===== config.mk =====
export PLATFORM = sky130hd
export DESIGN_NAME = window_buffer_ctrl
export DESIGN_NICKNAME = d
export VERILOG_FILES = /design/src/rtl/window_buffer_ctrl.sv
export SDC_FILE = /design/constraint.sdc
export NUM_CORES = 1
export LEC_CHECK = 0
export CAP_MARGIN = 20
export CORE_UTILIZATION = 50
export CTS_BUF_LIST = sky130_fd_sc_hd__clkbuf_8 sky130_fd_sc_hd__clkbuf_16
export DETAILED_ROUTE_END_ITERATION = 8
export GPL_TIMING_DRIVEN = 0
export PLACE_DENSITY = 0.81
export SYNTH_ARGS = -nofsm -noshare
export SYNTH_HDL_FRONTEND = slang
export SYNTH_SLANG_ARGS = --single-unit
export TNS_END_PERCENT = 10

===== constraint.sdc =====
create_clock -name clk -period 3.3 [get_ports clk]
set_input_delay 0.825 -clock clk [delete_from_list [all_inputs] [get_ports clk]]
set_output_delay 0.825 -clock clk [all_outputs]
set_load 0.01 [all_outputs]

===== src/rtl/window_buffer_ctrl.sv =====
// Sequences row reads into a 4x16 byte row buffer and sweeps 4x4 windows over it, one read outstanding.
// A window is offered one cycle after its column is set; win_ready low freezes the sweep and all buffer writes/shifts.
module window_buffer_ctrl #(
  parameter int IMG_H  = 16,
  parameter int STRIDE = 1
) (
  input  logic        clk,
  input  logic        rst,
  input  logic        start,
  input  logic [15:0] base_addr,
  output logic        mem_rd,
  output logic [15:0] mem_addr,
  input  logic        mem_valid,
  output logic [15:0] buf_en,
  output logic        buf_shift,
  output logic [3:0]  buf_adr,
  output logic        win_valid,
  input  logic        win_ready,
  output logic [7:0]  win_row,
  output logic [3:0]  win_col,
  output logic        busy,
  output logic        done
);

  localparam logic [2:0] S_IDLE   = 3'd0;
  localparam logic [2:0] S_FETCH  = 3'd1;
  localparam logic [2:0] S_WAIT   = 3'd2;
  localparam logic [2:0] S_SHIFT  = 3'd3;
  localparam logic [2:0] S_SWEEP  = 3'd4;
  localparam logic [2:0] S_FINISH = 3'd5;

  localparam logic [7:0] LAST_ROW = 8'(IMG_H - 1);
  localparam logic [4:0] STEP     = 5'(STRIDE);
  localparam logic [4:0] MAX_COL  = 5'd12;

  logic [2:0]  state;
  logic [7:0]  row_cnt;
  logic [1:0]  word_cnt;
  logic [15:0] base_q;
  logic [4:0]  next_adr;
  logic        beat;

  // One extra bit so a stride past column 12 is visible instead of wrapping.
  assign next_adr = {1'b0, buf_adr} + STEP;
  assign beat     = (state == S_WAIT) && mem_valid;

  always_ff @(posedge clk) begin
    if (rst) begin
      state     <= S_IDLE;
      row_cnt   <= 8'd0;
      word_cnt  <= 2'd0;
      base_q    <= 16'd0;
      buf_adr   <= 4'd0;
      win_valid <= 1'b0;
      win_row   <= 8'd0;
      win_col   <= 4'd0;
    end else begin
      case (state)
        S_IDLE: begin
          if (start) begin
            state    <= S_FETCH;
            row_cnt  <= 8'd0;
            word_cnt <= 2'd0;
            base_q   <= base_addr;
          end
        end
        S_FETCH: state <= S_WAIT;
        S_WAIT: begin
          if (mem_valid) begin
            if (word_cnt != 2'd3) begin
              word_cnt <= word_cnt + 2'd1;
              state    <= S_FETCH;
            end else if (row_cnt < 8'd3) begin
              state <= S_SHIFT;
            end else begin
              state   <= S_SWEEP;
              buf_adr <= 4'd0;
            end
          end
        end
        S_SHIFT: begin
          row_cnt  <= row_cnt + 8'd1;
          word_cnt <= 2'd0;
          state    <= S_FETCH;
        end
        S_SWEEP: begin
          if (!win_valid) begin
            // buf_adr has been stable for a cycle, so the buffer output is settled.
            win_valid <= 1'b1;
            win_col   <= buf_adr;
            win_row   <= row_cnt - 8'd3;
          end else if (win_ready) begin
            win_valid <= 1'b0;
            if (next_adr <= MAX_COL) begin
              buf_adr <= next_adr[3:0];
            end else if (row_cnt == LAST_ROW) begin
              state <= S_FINISH;
            end else begin
              state <= S_SHIFT;
            end
          end
        end
        S_FINISH: state <= S_IDLE;
        default:  state <= S_IDLE;
      endcase
    end
  end

  assign mem_rd    = (state == S_FETCH);
  assign mem_addr  = base_q + {6'd0, row_cnt, 2'b00} + {14'd0, word_cnt};
  assign buf_en    = beat ? (16'h8000 >> {word_cnt, 2'b00}) : 16'h0000;
  assign buf_shift = (state == S_SHIFT);
  assign busy      = (state != S_IDLE) && (state != S_FINISH);
  assign done      = (state == S_FINISH);

endmodule

==> results.ini <==
[run_status]
outcome = completed

[worst_hold_path]
hold_path_end = base_q[0]
hold_class = register to register
hold_depth = 2
min_from = base_q[0]

[critical_path]
r2r_cells = 6
cp_slowest_cell = clkdlybuf4s50_1
cp_max_fo = 5
cp.buffers_inverters = 1
cp_top_family = compound AO/OA/AOI/OAI gates
r2r-start = row_cnt[1]
cp_cell_sequence = ha_1 > a21o_1 > a21oi_2 > o21ai_1 > o21bai_1 > o31a_1 > clkdlybuf4s50_1
r2r_setup_slack_ps = 1240
reg2reg_to = state[0]
worst_path_largest_cell_delay_ps = 530
critPathArrivalTime_ps = 2370
end_kind = output pin
crit_path_start_kind = register
crit_type = register to output pin
crit_required_ps = 2470

[clock_tree]
htreeDepth = 2
insertion_delay_ps = 290
cts_tree = yes
clockRootBuffer = clkbuf_8
cts.reportedPaths.clkPinSlew_ps = 80
numCtsBuffers = 5
holdBufCountCts = 0
cts.sinks = 46
cts_buffer_depth = 2

[final_layout]
area_delta_synth_final_pct = 31.1
antenna_cells = 0
drive_above_1_share_pct = 13.1
fillers = 461
multi_input_area_um2 = 1930
fin_nets = 504
fin_cells = 539
ff_latch_area_um2 = 932
fin_util_pct = 69.2
design_area_um2 = 3880

[synth]
syn_inst = 383
synth_top_area_share_pct = 31.1
synth_seq_cells = 46
yosysWarnings = 0
synth_area_um2 = 2960
synth_area_leader_cell = dfxtp_1
yosysUniqueCellTypes = 60
seq_area_frac_synth_pct = 31.1
synthFlopType = dfxtp_1
synth_edf_count = 0
synth.area.top_cells = dfxtp_1, nand2_1, ha_1, a21oi_1, nor2_1
avgSynthCellArea_um2 = 7.73
synthArstFlopShare_pct = 0

[sta]
relSlewSlack_pct = 58.1
final_hold_viol_count = 0
final.period_utilization_pct = 96.8
fin_crit_ps = 3190
slew_violations = 0
fmax_mhz = 313
finClkSkew_ps = 4.00
tightest_slew_ps = 625
report.final.setup_viol = 0
finalWorstSetupSlack_ps = 107

[grt]
antenna_found_initial = 0
track_usage_pct = 25.7
grt_pass1_vias = 2739
grt_pass1_wl_um = 12700
grt-ovfl-total = 0
grt_max_degree = 15

[placement]
dp.cells = 527
io_buffers = 61
pre_cts_ws_ps = -116
hpwl_um = 5480
dpl-instance-area_um2 = 3700
gp_congestion = 0.914

[floorplan]
fp.dieW_um = 78.9
die-area_um2 = 6230
die_height_um = 78.9
core_um2 = 5610
std_cell_rows = 27
start_util_pct = 52.8
pin_count = 74

[route]
routedWlPerCell_um = 14.0
routed_wl_um = 7520
antenna_left = 0
routed_via_density = 5.52
drt_iter0_markers = 157
first_pass_iters = 5
vias = 2973
drc_errors = 0

[power]
powerDensity_nw_per_um2 = 298
power_w = 0.00116
vdd_drop_max_mv = 0.346
p_leak_nw = 1.62

[job]
max-cap-violations = 0

[what timing repair did]
item	in CTS	in global routing
pin swaps	4	6
buffers inserted	3	1
resized for setup	23	9
endpoints found under the setup margin	10	7
[routing by layer]
layer  vias up  share of wire (%)  track usage (%)
li1       1499                  -                -
met1      1347                 44             32.9
met2       116                 48             43.1
met3        11                6.5             5.52
met4         0                1.5             8.36
met5         -                  0                0
[flip-flops by register name (all words and copies together) (netlist names)]
| name | flops |
|---|---|
| state | 3 |
| buf_adr | 4 |
| word_cnt | 2 |
| win_row | 8 |
| win_col | 4 |
| row_cnt | 8 |
| base_q | 16 |
| win_valid | 1 |
[power breakdown]
group / switching (W) / total (W) / internal [W]
sequential: 0.0000186 / 0.000590 / 0.000571
clock: 0.000186 / 0.000332 / 0.000146
combinational: 0.000120 / 0.000233 / 0.000113
total: 0.000324 / 0.00116 / 0.000831
[per-stage QoR]
stage                     setup TNS, ps  hold slack, ps
after floorplan                       0             440
after global placement             -112             446
after detailed placement           -313             450
after CTS                             0             463
after global routing              -7.01             495
final                                 0             466
[Yosys cell counts (2+ instances only)]
library cell and instances:
a211oi_1 9, a21o_1 2, a21oi_1 37, a21oi_2 2, a311o_1 2, a31oi_1 2, and2_1 9, and3_1 7
buf_2 10, buf_4 12, clkbuf_1 7, dfxtp_1 46, ha_1 16, inv_1 9, mux2i_1 2, nand2_1 66
nand2b_1 5, nand3_1 15, nand3b_1 2, nand4_1 5, nor2_1 30, nor2b_1 3, nor3_1 5, nor3_2 2
nor4_2 2, o21a_1 5, o21ai_0 9, o21ai_1 4, o21bai_1 2, o31a_1 2, o31ai_1 5, or3_1 5
or4_1 3, xnor2_1 11, xor2_1 5
[cell usage in the layout (no fill, tap or decap), types with 7 or more instances in the layout]
master	n
ha_1	15
nand3_1	15
buf_4	16
a21oi_1	35
nor2_1	30
dfxtp_1	41
clkbuf_1	7
conb_1	12
and2_1	9
clkdlybuf4s50_1	52
o21ai_0	8
a211oi_1	9
inv_1	10
buf_2	10
nand2_1	66
xnor2_1	11
and3_1	7
[worst max-delay path by stage]
stage	to	cells past startpoint	slack, ps	start
3_3_place_gp	mem_addr[14]	7	-50	row_cnt[3]
4_1_cts	mem_addr[10]	9	3	word_cnt[0]
2_1_floorplan	mem_addr[10]	8	570	word_cnt[0]
6_report	mem_addr[7]	7	110	word_cnt[1]
3_5_place_dp	mem_addr[10]	9	-120	word_cnt[0]
5_1_grt	mem_addr[8]	9	-7	word_cnt[0]
[kinds of logic after synthesis]
logic type / after synthesis / synth area share (%)
simple gates: 168 / 28.3
mux: 3 / 1.06
other cells: 1 / 0.127
compound gates: 93 / 20.3
buf+inv: 39 / 6.89
xor+xnor: 16 / 4.74
fa+ha+maj: 17 / 7.44
flops: 46 / 31.1
[layout make-up]
class                   instances  share of cell area [%]
clock inverters                 3                   0.452
plain buffers                  29                    4.29
well taps                      72                    2.32
clock buffers                   5                    1.77
inverters                      10                   0.968
repair buffers                 65                    16.3
multi-input cells             309                    49.8
flip-flops and latches         46                    24.0
[worst reg2reg max path, cell delays in order, from the launching register on]
cell	delay (ps)
dfxtp_1	380
ha_1	200
buf_2	170
nor3_1	500
nand2_1	200
a31o_1	270
a211oi_1	260
Note: power is estimated with default switching activity, not from simulation.
